===== config.mk =====
export PLATFORM = sky130hd
export DESIGN_NAME = vga_text_writer
export DESIGN_NICKNAME = d
export VERILOG_FILES = /design/src/rtl/vga_text_writer.sv
export SDC_FILE = /design/constraint.sdc
export NUM_CORES = 1
export LEC_CHECK = 0
export ABC_AREA = 1
export BUFFER_PORTS_ARGS = -buffer_cell sky130_fd_sc_hd__buf_4
export CORE_MARGIN = 2
export CORE_UTILIZATION = 59
export DETAILED_ROUTE_END_ITERATION = 10
export GPL_TIMING_DRIVEN = 0
export PLACE_DENSITY = 0.81
export SLEW_MARGIN = 20
export SYNTH_ARGS = -nofsm -noshare
export SYNTH_HDL_FRONTEND = slang
export SYNTH_SLANG_ARGS = --single-unit

===== constraint.sdc =====
create_clock -name wb_clk_i -period 2.55 [get_ports wb_clk_i]
set_input_delay 0.51 -clock wb_clk_i [delete_from_list [all_inputs] [get_ports wb_clk_i]]
set_output_delay 0.51 -clock wb_clk_i [all_outputs]
set_load 0.05 [all_outputs]

===== src/rtl/vga_text_writer.sv =====
// vga_text_writer
//   Wishbone initiator that turns a stream of character codes into writes to
//   the 80x25 text buffer of the VGA text adapter. Row 0 is the status line
//   and is never touched; the cursor lives in rows 1..ROWS-1. Handles CR, LF,
//   BS and FF, and scrolls rows 1..ROWS-1 up by one with word read/write copies.
//
// Ports
//   wb_clk_i, wb_rst_n_i   clock, asynchronous active-low reset
//   wb_adr_o/dat_o/dat_i   byte address, write data, read data
//   wb_cyc_o, wb_stb_o     bus cycle / strobe (always driven together)
//   wb_we_o, wb_sel_o      write enable, byte lanes ([0] even, [1] odd)
//   wb_ack_i               responder acknowledge
//   char_i, char_valid_i   incoming character code and its valid
//   char_ready_o           high only while idle
//   cursor_o               cursor byte offset row*COLS+col
//   busy_o                 high while a code is being processed
module vga_text_writer #(
  parameter logic [15:0] BASE = 16'h0000,
  parameter int          COLS = 80,
  parameter int          ROWS = 25,
  parameter logic [7:0]  FILL = 8'h20
) (
  input  logic        wb_clk_i,
  input  logic        wb_rst_n_i,
  output logic [15:0] wb_adr_o,
  output logic [15:0] wb_dat_o,
  input  logic [15:0] wb_dat_i,
  output logic        wb_cyc_o,
  output logic        wb_stb_o,
  output logic        wb_we_o,
  output logic [1:0]  wb_sel_o,
  input  logic        wb_ack_i,
  input  logic [7:0]  char_i,
  input  logic        char_valid_i,
  output logic        char_ready_o,
  output logic [12:0] cursor_o,
  output logic        busy_o
);

  localparam int CW = $clog2(COLS);
  localparam logic [12:0]   L_COLS     = 13'(COLS);
  localparam logic [12:0]   L_LASTROW  = 13'((ROWS - 1) * COLS);
  localparam logic [12:0]   L_LASTCELL = 13'(ROWS * COLS - 1);
  localparam logic [12:0]   L_SCR_END  = 13'((ROWS - 1) * COLS - 2);
  localparam logic [12:0]   L_BUF_END  = 13'(ROWS * COLS - 2);
  localparam logic [CW-1:0] L_COLMAX   = CW'(COLS - 1);

  localparam logic [7:0] C_BS = 8'h08;
  localparam logic [7:0] C_LF = 8'h0A;
  localparam logic [7:0] C_FF = 8'h0C;
  localparam logic [7:0] C_CR = 8'h0D;

  typedef enum logic [2:0] {
    S_IDLE, S_PUT, S_SCR_RD, S_SCR_WR, S_SCR_CLR, S_CLR
  } state_t;

  state_t        r_state, w_state_nxt;
  logic [12:0]   r_cur;
  logic [CW-1:0] r_col;     // column kept alongside the cursor to avoid a divider
  logic [12:0]   r_ptr;     // destination offset of the scroll/clear word loop
  logic [7:0]    r_char;
  logic [15:0]   r_rdata;
  logic          r_wrap;    // scroll was caused by writing the last cell
  logic          r_stb;
  logic          r_we;
  logic [15:0]   r_adr;
  logic [15:0]   r_dat;
  logic [1:0]    r_sel;

  logic          w_accept;
  logic          w_done;
  logic          w_launch;
  logic          w_lf_room;
  logic [12:0]   w_off;

  assign w_accept  = char_valid_i && (r_state == S_IDLE);
  assign w_done    = r_stb && wb_ack_i;
  // A new access starts only while strobe is low, so after every ack the
  // strobe spends at least one full clock deasserted.
  assign w_launch  = (r_state != S_IDLE) && !r_stb;
  assign w_lf_room = r_cur < L_LASTROW;

  always_comb begin
    w_off = r_ptr;
    case (r_state)
      S_PUT:    w_off = r_cur;
      S_SCR_RD: w_off = r_ptr + L_COLS;
      default:  w_off = r_ptr;
    endcase
  end

  always_comb begin
    w_state_nxt = r_state;
    case (r_state)
      S_IDLE: begin
        if (char_valid_i) begin
          case (char_i)
            C_LF:       w_state_nxt = w_lf_room ? S_IDLE : S_SCR_RD;
            C_FF:       w_state_nxt = S_CLR;
            C_CR, C_BS: w_state_nxt = S_IDLE;
            default:    w_state_nxt = S_PUT;
          endcase
        end
      end
      S_PUT:     if (w_done) w_state_nxt = (r_cur == L_LASTCELL) ? S_SCR_RD : S_IDLE;
      S_SCR_RD:  if (w_done) w_state_nxt = S_SCR_WR;
      S_SCR_WR:  if (w_done) w_state_nxt = (r_ptr == L_SCR_END) ? S_SCR_CLR : S_SCR_RD;
      S_SCR_CLR: if (w_done && (r_ptr == L_BUF_END)) w_state_nxt = S_IDLE;
      S_CLR:     if (w_done && (r_ptr == L_BUF_END)) w_state_nxt = S_IDLE;
      default:   w_state_nxt = S_IDLE;
    endcase
  end

  always_ff @(posedge wb_clk_i or negedge wb_rst_n_i) begin
    if (!wb_rst_n_i) begin
      r_state <= S_IDLE;
    end else begin
      r_state <= w_state_nxt;
    end
  end

  always_ff @(posedge wb_clk_i or negedge wb_rst_n_i) begin
    if (!wb_rst_n_i) begin
      r_cur   <= L_COLS;
      r_col   <= '0;
      r_ptr   <= L_COLS;
      r_char  <= '0;
      r_rdata <= '0;
      r_wrap  <= 1'b0;
      r_stb   <= 1'b0;
      r_we    <= 1'b0;
      r_adr   <= '0;
      r_dat   <= '0;
      r_sel   <= '0;
    end else begin
      if (w_accept) begin
        r_char <= char_i;
        case (char_i)
          C_CR: begin
            r_cur <= r_cur - 13'(r_col);
            r_col <= '0;
          end
          C_LF: begin
            if (w_lf_room) r_cur <= r_cur + L_COLS;
            else           r_ptr <= L_COLS;
          end
          C_BS: begin
            if (r_cur > L_COLS) begin
              r_cur <= r_cur - 13'd1;
              r_col <= (r_col == '0) ? L_COLMAX : r_col - CW'(1);
            end
          end
          C_FF:    r_ptr <= L_COLS;
          default: ;
        endcase
      end

      if (w_launch) begin
        r_stb <= 1'b1;
        r_adr <= BASE + {3'b000, w_off};
        r_we  <= (r_state != S_SCR_RD);
        case (r_state)
          S_PUT: begin
            r_sel <= r_cur[0] ? 2'b10 : 2'b01;
            r_dat <= {r_char, r_char};
          end
          S_SCR_WR: begin
            r_sel <= 2'b11;
            r_dat <= r_rdata;
          end
          default: begin
            r_sel <= 2'b11;
            r_dat <= {FILL, FILL};
          end
        endcase
      end

      if (w_done) begin
        r_stb <= 1'b0;
        case (r_state)
          S_PUT: begin
            if (r_cur == L_LASTCELL) begin
              r_ptr  <= L_COLS;
              r_wrap <= 1'b1;
            end else begin
              r_cur <= r_cur + 13'd1;
              r_col <= (r_col == L_COLMAX) ? '0 : r_col + CW'(1);
            end
          end
          S_SCR_RD: r_rdata <= wb_dat_i;
          S_SCR_WR: begin
            if (r_ptr == L_SCR_END) r_ptr <= L_LASTROW;
            else                    r_ptr <= r_ptr + 13'd2;
          end
          S_SCR_CLR: begin
            if (r_ptr == L_BUF_END) begin
              // An LF scroll leaves the cursor where it was; a scroll caused by
              // the last cell moves it to the start of the freshly cleared row.
              if (r_wrap) begin
                r_cur <= L_LASTROW;
                r_col <= '0;
              end
              r_wrap <= 1'b0;
            end else begin
              r_ptr <= r_ptr + 13'd2;
            end
          end
          S_CLR: begin
            if (r_ptr == L_BUF_END) begin
              r_cur <= L_COLS;
              r_col <= '0;
            end else begin
              r_ptr <= r_ptr + 13'd2;
            end
          end
          default: ;
        endcase
      end
    end
  end

  assign wb_cyc_o     = r_stb;
  assign wb_stb_o     = r_stb;
  assign wb_we_o      = r_we;
  assign wb_adr_o     = r_adr;
  assign wb_dat_o     = r_dat;
  assign wb_sel_o     = r_sel;
  assign cursor_o     = r_cur;
  assign busy_o       = (r_state != S_IDLE);
  assign char_ready_o = (r_state == S_IDLE);

endmodule


==> results_dict.tcl <==
set metrics [dict create \
    arrival_ps 2750 \
    rows 38 \
    slew_violations 0 \
    avgSynthCellArea_um2 7.09 \
    p_comb_share_pct 60.5 \
    cts_sinks 94 \
    rr_startpoint "cursor_o[0]$_DFF_PN0_" \
    post-route-period-util_pct 95.3 \
    placedInstanceArea_um2 7270 \
    die-area_um2 11900 \
    tightest_slew_ps 861 \
    syn-instance-count 918 \
    diodes 0 \
    dr_wl_met3_um 1640 \
    firstDrtPassIters 5 \
    chipHeight_um 109 \
    reg2reg_slack_ps 120 \
    end_kind "register" \
    p_leak_nw 3.74 \
    swShare_pct 54.9 \
    setup-violations-final 0 \
    crit_fanout 8 \
    insertion_delay_ps 390 \
    num-nets-final 1057 \
    ir_drop_uv 804 \
    switchingPower_mw 5.02 \
    ys_types 51 \
    fin_crit_ps 2430 \
    drt_wl_total_um 19000 \
    design_area_um2 7510 \
    vias_per_cell 5.71 \
    yosysMostFrequentCell "nand2_1" \
    cts_tree "yes" \
    synth-edff-count 0 \
    dp_hpwl_um 14400 \
    port_buffers 76 \
    drive_above_1_share_pct 16.4 \
    clock_path_buffers 2 \
    min_path_type "input port to async pin" \
    cp.required_ps 2870 \
    ys_seq_elements 94 \
    internal_power_mw 4.12 \
    antenna_found_initial 0 \
    synth_top_flop_cell "dfrtp_1" \
    wl_per_cell_um 16.5 \
    core-area_um2 10800 \
    async_reset_ff_share_pct 100 \
    die_w_um 109 \
    synthTopCellsByArea "dfrtp_1 (35%), nand2_1 (14%), o21ai_0 (6.9%)" \
    hold_viol 0 \
    grt_pass1_wl_um 30300 \
    place_congestion 0.984 \
    path_clk_slew_ps 110 \
    cts_inserted_buffers 9 \
    htree_num_levels 3 \
    grt_usage_pct 33.6 \
    skew_ps 9.52 \
    status "finished, final reports clean" \
    ys_seq_area_share_pct 36.2 \
    grt-ovfl-total 0 \
    dr_wl_met2_um 8700 \
    io_pins 80 \
    pwr-share-clk_pct 10.7 \
    crit_type "register to register" \
    startpoint_type "register" \
    synth_area_um2 6510 \
    rsz0062_at_grt "yes" \
    grt_pass1_vias 6027 \
    pwr-share-seq_pct 28.8 \
    grt_start_max_net_pins 95 \
    yosysWarnings 0 \
    drtAntennaViolNets 0 \
    reg2reg_depth 17 \
    fmax_mhz 411 \
    m1WireLength_um 8200 \
    drc 0 \
    slowest_delay_ps 470 \
    synthTopCellsByCount "nand2_1 (244), inv_1 (108), dfrtp_1 (90), o21ai_0 (90), nor2_1 (81)" \
    vias 6600 \
    place_ws_ps -159 \
    cpMaxStageDelayCell "dfrtp_2" \
    setup_ws_ps 120 \
    initial_core_util_pct 60.3 \
    cp_cell_sequence "inv_6 > ha_1 > inv_1 > fa_1 > nand2_1 > nand2_1 > nand3_1 > nand2_1 > nand2_2 > nand2_1 > nor2_2 > nor2_1 > nand2_1 > nand2_1 > nand2_1 > nand2_1 > a21oi_1" \
    area_delta_synth_final_pct 15.4 \
    maxSlewHeadroom_pct 42.6 \
    highest-signal-layer "met4" \
    drt-initial-drc-count 601 \
    crit_top_cell "nand2_1" \
    synth_top_area_cell "dfrtp_1" \
    maxCapViolations 0 \
    r2r_end "cursor_o[6]$_DFF_PN1_" \
    yosys.area.top_type_share_pct 34.6 \
    power_per_cell_area_nw_per_um2 1220 \
    cts_root_buf "clkbuf_8" \
]
-- worst max-delay path by stage --
stage | from | end | slack (ps) | cells after the start
3_3_place_gp | cursor_o[0]$_DFF_PN0_ | cursor_o[6]$_DFF_PN1_ | -140 | 17
2_1_floorplan | cursor_o[0]$_DFF_PN0_ | cursor_o[8]$_DFF_PN0_ | 150 | 15
5_1_grt | cursor_o[0]$_DFF_PN0_ | cursor_o[6]$_DFF_PN1_ | -60 | 17
4_1_cts | cursor_o[0]$_DFF_PN0_ | cursor_o[6]$_DFF_PN1_ | 30 | 17
6_report | cursor_o[0]$_DFF_PN0_ | cursor_o[6]$_DFF_PN1_ | 120 | 17
3_5_place_dp | cursor_o[0]$_DFF_PN0_ | cursor_o[6]$_DFF_PN1_ | -160 | 17
-- critical path, delay by kind of cell, from the launching register on --
family,cells,cell delay [ps]
simple gates,12,1010
flops,1,470
compound gates,1,130
fa+ha+maj,2,580
buf+inv,2,180
-- per-layer routing --
layer | vias to the layer above | GRT usage, %
met5 | - | 0
li1 | 3216 | -
met1 | 3083 | 45.8
met2 | 271 | 51.8
met3 | 30 | 7.17
met4 | 0 | 14.2
-- placed cells by master, fill, tap and decap left out, drive strengths merged, types with 4 or more instances in the layout --
master / instances
a21oi: 34
a221oi: 4
a22oi: 13
a31oi: 5
buf: 95
clkbuf: 21
clkinv: 6
dfrtp: 90
dfstp: 4
ha: 18
inv: 117
mux2: 16
nand2: 248
nand3: 71
nand4: 15
nor2: 91
nor3: 11
o211ai: 4
o21ai: 98
o22ai: 16
xor2: 12
-- cell families after synthesis --
group | synth area share, %
AOI/OAI and AO/OA | 16.7
xor gates and xnor gates | 2.02
adders and majority gates | 3.77
buffers and inverters | 9.17
DFF | 36.2
muxes | 2.77
other | 0.0576
and+or+nand+nor | 29.3
-- final cells by class --
class,count,area [um2]
buffer,27,153
clock buffer,9,124
clock inverter,7,66.3
fill,957,3280
inverter,117,447
multi-input combinational,681,3570
sequential,94,2360
tap,140,175
timing repair buffer,80,617
-- metrics by stage --
stage / TNS, ps / power, mW / std cells / hold WS, ps / util [%]
6_report: 0 / 9.14 / 1155 / 148 / 69.6
4_1_cts: 0 / 9.03 / 1153 / 223 / 69.3
5_1_grt: -62.7 / 9.83 / 1155 / 253 / 69.6
2_1_floorplan: 0 / 6.44 / 920 / 214 / -
3_3_place_gp: -175 / 7.93 / 1136 / 469 / 67.3
3_5_place_dp: -263 / 8.01 / 1136 / 475 / 67.3
-- flip-flops by register name, summed over array words and instances, names as in the netlist, 2 cells and up --
signal / flops
cursor_o: 13
r_char: 8
r_col: 7
r_ptr: 13
r_rdata: 16
r_state: 3
wb_adr_o: 13
wb_dat_o: 16
wb_sel_o: 2
-- power by group through the flow --
stage	logic, mW	registers, mW	clock network, mW
after floorplan	3.04	3.40	0
after global placement	5.32	2.61	0
after detailed placement	5.39	2.62	0
after CTS	5.42	2.61	0.993
after global routing	6.08	2.70	1.06
final	5.53	2.63	0.981
-- repair_timing --
item / 4_1_cts / 5_1_grt
endpoints found under the setup margin: 6 / 21
pin swaps: 1 / 0
hold buffers: 0 / 0
gates resized for setup: 4 / 7
setup buffers: 2 / 2
Note: power is estimated with default switching activity, not from simulation.
